===== src/rtl/pipeline.sv =====
// Byte-wide ready/valid register pipeline of STAGES stages feeding an internal
// throttled sink that keeps beat count, byte sum and last consumed byte.
module pipeline #(
    parameter int STAGES      = 4,
    parameter int SINK_PERIOD = 1
) (
    input  logic        clock,
    input  logic        reset,
    input  logic [7:0]  data,
    input  logic        data_valid,
    output logic        data_ready,
    output logic [15:0] beat_count,
    output logic [15:0] byte_sum,
    output logic [7:0]  last_byte
);
    localparam logic [7:0] THROTTLE_MAX = 8'(SINK_PERIOD - 1);

    logic [STAGES-1:0] valid_r;
    logic [7:0]        data_r [STAGES];
    logic [STAGES:0]   ready_chain_s;
    logic [STAGES-1:0] up_valid_s;
    logic [7:0]        up_data_s [STAGES];
    logic              sink_ready_s;
    logic              consume_s;
    logic [7:0]        throttle_r;

    // Upstream view of each stage: stage 0 sees the producer, the rest see their predecessor.
    always_comb begin
        up_valid_s    = '0;
        up_data_s[0]  = data;
        up_valid_s[0] = data_valid;
        for (int i = 1; i < STAGES; i++) begin
            up_valid_s[i] = valid_r[i-1];
            up_data_s[i]  = data_r[i-1];
        end
    end

    // Readiness ripples back from the sink so a full pipe still shifts every cycle.
    always_comb begin
        ready_chain_s         = '0;
        sink_ready_s          = (throttle_r == 8'd0);
        ready_chain_s[STAGES] = sink_ready_s;
        for (int i = STAGES - 1; i >= 0; i--) begin
            ready_chain_s[i] = !valid_r[i] || ready_chain_s[i+1];
        end
        consume_s  = valid_r[STAGES-1] && sink_ready_s;
        data_ready = ready_chain_s[0] && !reset;
    end

    // Stage valid bits: load from upstream when the stage can move, otherwise hold.
    always_ff @(posedge clock or posedge reset) begin
        if (reset) begin
            valid_r <= '0;
        end else begin
            for (int i = 0; i < STAGES; i++) begin
                if (ready_chain_s[i]) begin
                    valid_r[i] <= up_valid_s[i];
                end
            end
        end
    end

    // Stage data: only a valid upstream byte is captured, so idle-cycle data never enters state.
    always_ff @(posedge clock) begin
        for (int i = 0; i < STAGES; i++) begin
            if (ready_chain_s[i] && up_valid_s[i]) begin
                data_r[i] <= up_data_s[i];
            end
        end
    end

    // Free-running sink throttle and running statistics of consumed beats.
    always_ff @(posedge clock or posedge reset) begin
        if (reset) begin
            throttle_r <= 8'd0;
            beat_count <= 16'd0;
            byte_sum   <= 16'd0;
            last_byte  <= 8'd0;
        end else begin
            if (throttle_r == THROTTLE_MAX) begin
                throttle_r <= 8'd0;
            end else begin
                throttle_r <= throttle_r + 8'd1;
            end
            if (consume_s) begin
                beat_count <= beat_count + 16'd1;
                byte_sum   <= byte_sum + {8'd0, data_r[STAGES-1]};
                last_byte  <= data_r[STAGES-1];
            end
        end
    end
endmodule


===== config.mk =====
export PLATFORM = sky130hd
export DESIGN_NAME = pipeline
export DESIGN_NICKNAME = d
export VERILOG_FILES = /design/src/rtl/pipeline.sv
export SDC_FILE = /design/constraint.sdc
export NUM_CORES = 1
export LEC_CHECK = 0
export BUFFER_PORTS_ARGS = -buffer_cell sky130_fd_sc_hd__buf_2
export CORE_MARGIN = 2
export CORE_UTILIZATION = 35
export CTS_BUF_LIST = sky130_fd_sc_hd__clkbuf_2
export DETAILED_ROUTE_END_ITERATION = 6
export SLEW_MARGIN = 15
export SYNTH_ARGS = -nofsm -noshare
export SYNTH_HDL_FRONTEND = slang
export SYNTH_SLANG_ARGS = --single-unit

===== constraint.sdc =====
create_clock -name clock -period 2.82 [get_ports clock]
set_input_delay 0.564 -clock clock [delete_from_list [all_inputs] [get_ports clock]]
set_output_delay 0.564 -clock clock [all_outputs]
set_load 0.02 [all_outputs]

Word level (Yosys, flattened, before mapping)
Memory sizes are Yosys's and may differ from the RTL's.
Index checks and enable logic that the tools add are counted.
Word-level totals
  register bits after elaboration: 52
  bits in latches: 0
  bits in writable memories: 32
  bits in read-only memories: 0
  input bits: 11
  output and inout port bits: 41
  word-level logic and storage cells: 37
  memories: 1
Memories
  data_r: depth 4, bits a word 8, rd ports 4, clocked after Yosys merged registers in 0, write ports 4, line 19  | logic [7:0] data_r [STAGES];
Operators by class
  $add $sub $neg: 3
  $mul: 0
  divide/modulo/power cells: 0
  order comparisons: 0
  equal/unequal tests: 0
  shift operators: 0
  muxes and demuxes: 9
  bitwise logic cells: 0
  reduce and logical (&&, ||, !) cells: 16
Operators by type and width (number)
  $add 16x1->16 const B: 1
  $add 16x8->16: 1
  $add 8x1->8 const B: 1
  $logic_not 8->1: 1
  $mux 1: 8
  $mux 8: 1
  $logic_and 1x1->1: 6
  $logic_not 1->1: 5
  $logic_or 1x1->1: 4

Logic depth before layout (Yosys ltp)
Gate-level depths: netlist of run 1.
  depth in word-level cells: 8
  gate-level depth with buffers: 8
  gate-level depth less buffers: 7

Least setup slack after synthesis of run 1
OpenSTA, ideal clock, no wires.
  kind: register -> output
  from: register throttle_r[2]
  to: output port data_ready
  arrival time: 1.540 ns
  required time: 2.256 ns
  slack: 0.716 ns
  stages on the path, launching flop included: 5
  path buffers: 0
  cell sequence: dfrtp_1 nor4_4 nand3_1 and3_1 a31oi_1
Between the ends
  longest elaborated chain between the ends: 6
RTL lines
  start, declared: line 25  | logic [7:0] throttle_r;
  start signal, assigned: line 83  | throttle_r <= throttle_r + 8'd1;
  $logic_not 8->1: line 41  | sink_ready_s = (throttle_r == 8'd0);
  $logic_or 1x1->1 (4 in series): line 44  | ready_chain_s[i] = !valid_r[i] || ready_chain_s[i+1];
  $logic_and 1x1->1: line 47  | data_ready = ready_chain_s[0] && !reset;
  end, declared: line 11  | output logic data_ready,
No other way between the ends.

Final worst setup path of run 1
  from: register throttle_r[7]
  to: output port data_ready
Same word-level chain as after synthesis.

==> impl_results.md, run 1 <==
- ANT nets after route: 0
- Routability congestion estimate from global placement: 0.883
- DP Wirelength: 4450 um
- Count of cell types in the netlist: 35
- Layout cells sized above 1: 23.2%
- Mean area per synthesized cell: 12.4 um^2
- RSZ-0062 raised after global routing: false
- Cell at the root of the clock tree: sky130_fd_sc_hd__clkbuf_2
- Worst setup SP type: register
- Count of maximum capacitance violations: 0
- Maximum root-to-sink buffer count: 2
- Run status: finished clean
- Fin cells: 486
- Full die area: 10800 um^2
- Routed vias: 2239
- Global-route wire length before repair: 10400 um
- Placement Rows: 36
- Number of top-level design ports: 52
- Worst-path maximum fanout: 4
- Final worst-path cycle share: 93.5%
- Routed wire length per instance: 12.8 um
- Vert. Die Dim: 104 um
- Maximum number of pins on one net before global-route repair: 30
- Critical Setup Path Class: reg2out
- Accumulated negative setup slack: 0 ns
- Mapped cell area: 3500 um^2
- Max-Slew Margin vs Limit: 62.9%
- Leakage power summed over all cells: 1.89 nW
- Critical path data required time: 2.26 ns
- Clock Latency Late Sink: 0.53 ns
- Clock Pin Slew Worst Setup and Hold Paths: 0.24 ns
- Worst Hold Class: in2async
- Initial Util: 36.0%
- Filler cell count in the final layout: 946
- CTS Buf Count: 9
- Power density cells: 770 nW/um^2
- Number of hold buffers added after cts: 0
- Share of synthesized area occupied by flip-flops and latches: 64.5%
- Most used flip-flop cell after synthesis: sky130_fd_sc_hd__dfrtp_1
- Antenna violations before repair: 0
- Max rail drop VDD: 0.208 mV
- Gate count after technology mapping: 283
- Area growth from synthesis to layout: 17.0%
- Starting DRT DRC Count: 73
- Via count of the first global-routing pass: 2174
- Most common library cell in the layout ignoring fill and taps: sky130_fd_sc_hd__nand2_1
- Max Clk Rate: 0.379 GHz
- CP Data Arrival Time: 2.07 ns
- Largest cells by area after synthesis: sky130_fd_sc_hd__dfrtp_1 37%, sky130_fd_sc_hd__edfxtp_1 27%, sky130_fd_sc_hd__nand2_1 5.8%
- CTS sink cnt: 84
- Post-placement cell count: 466
- Die Width: 104 um
- Total global-route track usage: 12.2%
- Fraction of synthesized cell area taken by the top area cell type: 37.1%
- Placeable core area: 9730 um^2
- Count of final hold-check violations: 0
- Transition time at the pin with the least slew margin: 0.556 ns
- PortBufs: 51
- Fraction of registers with async set or reset after synthesis: 61.9%
- TritonCTS clock tree: yes
- Setup-violating endpoint count in the final report: 0
- Post-Syn Nets: 306
- Vias per cell: 4.61
- Fin nets: 371
- Router iterations before antenna repair: 4
- EDFF count, synth: 32
- Slew Limit Fails: 0
- Worst setup EP type: primary output
- Commonest cells after routing, fill and taps aside: 54 x sky130_fd_sc_hd__nand2_1, 51 x sky130_fd_sc_hd__dfrtp_1, 51 x sky130_fd_sc_hd__buf_2
- Final Routed Wirelength: 6230 um
- Post-route DRC: 0
- Antenna diode count: 0
- Worst-case clock skew: 0.0315 ns
- Congestion Overflow GR: 0
- Worst setup timing slack at the placement stage: 0.672 ns
- Fin worst setup slack: 0.183 ns
- Cell accounting for the most synthesized area: sky130_fd_sc_hd__dfrtp_1
- Total of warnings raised by yosys: 0
- Register bit total from synthesis: 84
- CTS H-tree lvls: 3
- Worst hold-check slack: 0.0459 ns
- Shortest clock period the worst path allows after layout: 2.64 ns
routing by layer:
metal | wire length [um] | GRT usage [%] | vias up
li1 | - | - | 1110
met1 | 2960 | 16.4 | 1080
met2 | 2920 | 18.2 | 39
met3 | 200 | 2.76 | 10
met4 | 141 | 6.95 | 0
met5 | 0 | 0 | -
power breakdown:
group          switching, mW  total [mW]  internal, mW  leakage (nW)
clock network          0.417       0.619         0.202        0.0713
registers              0.166        1.61          1.44         0.982
logic                  0.569       0.932         0.363         0.834
synth_stat cells (all sizes together) (2+ instances only):
master,instances
nor2,9
and2,6
nor4,3
ha,11
a21o,2
clkbuf,4
edfxtp,32
dfrtp,52
inv,5
xnor2,18
nand2,54
nand4,3
nor3b,2
nor3,8
nand3,16
nand2b,4
a21oi,6
a31oi,2
a211oi,2
and3,5
o21ai,10
xor2,16
o211ai,3
and4,2
worst max-delay path, cell delays in order, from the launching register on:
cell and delay (ns):
sky130_fd_sc_hd__dfrtp_1 0.48, sky130_fd_sc_hd__nor4_4 0.36, sky130_fd_sc_hd__nand3_2 0.15, sky130_fd_sc_hd__and3_4 0.23, sky130_fd_sc_hd__a31oi_1 0.15, sky130_fd_sc_hd__buf_2 0.18
metrics by stage:
stage                     instance area (um^2)  total power [mW]  util (%)
final                                     4100              3.16      42.1
after global routing                      4100              3.35      42.1
after CTS                                 4060              3.20      41.7
after detailed placement                  3950              2.57      40.6
after global placement                    3950              2.54      40.6
after floorplan                           3500              2.27         -
flip-flops by register name, indices dropped and copies added, names as in the netlist:
register / cells
data_r: 32
beat_count: 16
byte_sum: 16
last_byte: 8
throttle_r: 8
valid_r: 4
cells by family (layout without fill, tap and decap cells):
kind of cell | after synthesis | count (layout) | share of synthesized area, %
AND/OR/NAND/NOR | 116 | 116 | 16.6
AO/OA/AOI/OAI | 26 | 26 | 4.36
buffers and inverters | 10 | 80 | 1.14
adder cells (fa/ha/maj) | 12 | 12 | 4.50
flip-flops | 84 | 84 | 64.5
multiplexers | 1 | 1 | 0.321
XOR/XNOR | 34 | 34 | 8.50
path summary, 6_finish.rpt:
path                       slack (ns)  depth (start not counted)            end           from
setup / recovery                 0.18                          5     data_ready  throttle_r[7]
hold / removal                   0.05                          2    byte_sum[8]          reset
setup reg to reg                 0.60                          6   byte_sum[15]    byte_sum[1]
hold reg to reg                  0.42                          0   data_r[3][7]   data_r[2][7]
max in group asynchronous        2.19                          3  beat_count[5]          reset
min in group clock               0.19                          1   data_r[0][3]        data[3]
cell type report:
type / count / area (um^2) / area share, %
Clock buffer: 9 / 45.0 / 1.10
Clock inverter: 7 / 66.3 / 1.62
Inverter: 5 / 18.8 / 0.458
Multi-Input combinational cell: 189 / 1210 / 29.6
Sequential cell: 84 / 2260 / 55.2
Tap cell: 133 / 166 / 4.06
Timing Repair Buffer: 59 / 328 / 8.00
repair_timing:
item | CTS | global route
endpoints found under the setup margin | 0 | 1
setup buffers | 0 | 4
gates resized for setup | 0 | 3
Note: power is estimated with default switching activity, not from simulation.
==> run 2: changes to the inputs <==
Settings changed: BUFFER_PORTS_ARGS -buffer_cell sky130_fd_sc_hd__buf_2 to unset, DONT_BUFFER_PORTS set to 1.
==> run 2 against run 1 <==
Register-to-register slack got worse by 0.08 ns. Critical path depth fell by 1. Non-clock buffer count fell by 54. Clock power rose by 15%. Total power fell by 0.93%. Final cell count fell by 11%. Combinational power fell by 36%. Sequential power rose by 13%. Die area did not move. First-iteration DRC count rose by 85%. Maximum frequency rose by 0.50%.
==> impl_results.md, run 2 (same netlist as run 1, synthesis figures left out) <==
- Final Routed Wirelength: 5930 um (-4.8%)
- Worst Hold Class: in2reg
- Leading registers by flop count: data_r: 32 flops, beat_count: 16 flops, byte_sum: 16 flops
- Clock Latency Late Sink: 0.53 ns (about the same)
- Leakage power summed over all cells: 1.65 nW (-13%)
- Routed wire length per instance: 13.7 um (+7.1%)
- Total non-filler cell area in the finished layout: 3850 um^2 (-6.0%)
- Switching power as a share of total power: 36.0% (-0.53 points)
- Routability congestion estimate from global placement: 0.893 (+1.1%)
- Accumulated negative setup slack: 0 ns (unchanged)
- Antenna diode count: 0 (unchanged)
- Starting DRT DRC Count: 135 (+85%)
- Setup-violating endpoint count in the final report: 0 (unchanged)
- Slowest stage delay, CP: 0.49 ns (about the same)
- Congestion Overflow GR: 0 (unchanged)
- Routed vias: 2001 (-11%)
- Max Clk Rate: 0.381 GHz (+0.50%)
- Clock Pin Slew Worst Setup and Hold Paths: 0.22 ns (-0.02 ns)
- Number of top-level design ports: 52 (unchanged)
- Count of final hold-check violations: 0 (unchanged)
- Met1 routing resource usage after global routing: 15.8% (-0.56 points)
- Count of maximum capacitance violations: 0 (unchanged)
- Most common library cell in the layout ignoring fill and taps: sky130_fd_sc_hd__nand2_1
- PortBufs: 0 (-100%)
- Vert. Die Dim: 104 um (unchanged)
- Critical Setup Path Class: reg2out
- Highest-delay cell along the critical path: sky130_fd_sc_hd__dfrtp_2
- Clock Power Share: 22.7% (+3.1 points)
- Internal power: 2.00 mW (-0.11%)
- Worst setup SP type: register
- Die Width: 104 um (unchanged)
- Cell at the root of the clock tree: sky130_fd_sc_hd__clkbuf_2
- M2 GR Usage: 18.0% (-0.23 points)
- Count of buffers added by post-CTS timing repair for setup: 0 (unchanged)
- Slew Limit Fails: 0 (unchanged)
- Placement Rows: 36 (unchanged)
- Run status: finished clean
- Layout cells sized above 1: 9.36% (-14 points)
- Sum of buffers and inverters on the critical path: 0 (-1)
- DP Wirelength: 4160 um (-6.3%)
- Shortest clock period the worst path allows after layout: 2.62 ns (-0.0130 ns)
- Initial Util: 36.0% (unchanged)
- Max-Slew Margin vs Limit: 74.8% (+12 points)
- Transition time at the pin with the least slew margin: 0.377 ns (-0.179 ns)
- Most used routing layer: met2
- CTS Buf Count: 9 (unchanged)
- Util after Layout: 39.6% (-2.5 points)
- Power density cells: 812 nW/um^2 (+5.4%)
- Max rail drop VDD: 0.324 mV (+55%)
- TritonCTS clock tree: yes
- Commonest cells after routing, fill and taps aside: 54 x sky130_fd_sc_hd__nand2_1, 51 x sky130_fd_sc_hd__dfrtp_1, 32 x sky130_fd_sc_hd__edfxtp_1
- Flip-flop count of the largest register, all copies and words added: 32 (unchanged)
- Worst-path maximum fanout: 5 (+1)
- Area growth from synthesis to layout: 10.0%
- CP Data Arrival Time: 2.06 ns (about the same)
- Met3 Resource Use GR: 4.45% (+1.7 points)
- ANT nets after route: 0 (unchanged)
- Worst setup EP type: primary output
- Router iterations before antenna repair: 4 (unchanged)
- Global-route wire length before repair: 10100 um (-3.1%)
- Maximum number of pins on one net before global-route repair: 53 (+77%)
- Worst path top cell family by delay: simple AND/OR/NAND/NOR gates
- Worst-case clock skew: 0.0471 ns (+0.0156 ns)
- Antenna violations before repair: 0 (unchanged)
- Post-route DRC: 0 (unchanged)
- RSZ-0062 raised after global routing: false
- CTS sink cnt: 84 (unchanged)
- CTS H-tree lvls: 3 (unchanged)
- Reg with most FFs: data_r
- Part of the total power dissipated in combinational logic: 19.2% (-10 points)
- Maximum root-to-sink buffer count: 2 (unchanged)
- Total global-route track usage: 12.0% (-0.25 points)
- Vias per cell: 4.63 (+0.54%)
- Placeable core area: 9730 um^2 (unchanged)
- Full die area: 10800 um^2 (unchanged)
- Final worst-path cycle share: 93.0% (-0.46 points)
- Placement Cell Area: 3690 um^2 (-6.5%)
- Crit path cell chain: nor4_4 > nand3_1 > and3_1 > a31oi_4
- Fin nets: 317 (-15%)
- Via count of the first global-routing pass: 2044 (-6.0%)
- Sequential Power Share: 58.1% (+7.2 points)
- Power dissipated by switching net loads: 1.12 mW (-2.4%)
- Critical path data required time: 2.26 ns (about the same)
run 2: power by group through the flow:
stage,logic [mW],registers [mW],clock network (mW)
2_1_floorplan,0.497,1.78,0
3_3_place_gp,0.583,1.84,0
3_5_place_dp,0.599,1.85,0
4_1_cts,0.604,1.82,0.739
5_1_grt,0.686,1.85,0.799
6_report,0.600,1.82,0.711
run 2: cell type report:
class	instances	area, um^2
clock buffer	10	50.0
multi-input combinational	189	1220
sequential	84	2260
fill	961	5870
tap	133	166
timing repair buffer	5	52.6
inverter	5	18.8
clock inverter	6	86.3
run 2: per-layer routing:
metal | vias to the layer above | wire, um
li1 | 1001 | -
met1 | 938 | 2780
met2 | 55 | 2730
met3 | 7 | 344
met4 | 0 | 71
met5 | - | 0
run 2: worst register-to-register path: cells and delay by family, from the launching register on:
family / cells / cell delay, ns
AO/OA/AOI/OAI: 4 / 0.79
XOR/XNOR: 1 / 0.15
adder cells (fa/ha/maj): 2 / 0.72
flip-flops: 1 / 0.54
run 2: what timing repair did:
action / 4_1_cts / 5_1_grt
gates resized for setup: 1 / 2
endpoints found under the hold margin: 52 / 0
hold buffers: 1 / 0
endpoints found under the setup margin: 1 / 1
run 2: per-stage QoR:
stage / power [mW] / hold slack (ns) / setup slack (ns) / instances
detailed placement: 2.45 / 0.405 / 0.591 / 415
global route: 3.33 / 0.0291 / 0.0108 / 432
floorplan: 2.27 / 0.400 / 0.716 / 283
finish: 3.13 / 0.136 / 0.196 / 432
global placement: 2.43 / 0.407 / 0.609 / 415
CTS: 3.16 / 0.0762 / 0.0628 / 432
run 2: final timing paths:
path / startpoint / endpoint / slack, ns / cells after the start
hold reg to reg: data_r[2][4] / data_r[3][4] / 0.43 / 0
min in group asynchronous: reset / beat_count[13] / 0.50 / 3
setup reg to reg: byte_sum[0] / byte_sum[6] / 0.52 / 7
hold / removal: data[0] / data_r[0][0] / 0.14 / 0
setup / recovery: throttle_r[2] / data_ready / 0.20 / 4
max in group asynchronous: reset / beat_count[9] / 2.03 / 3
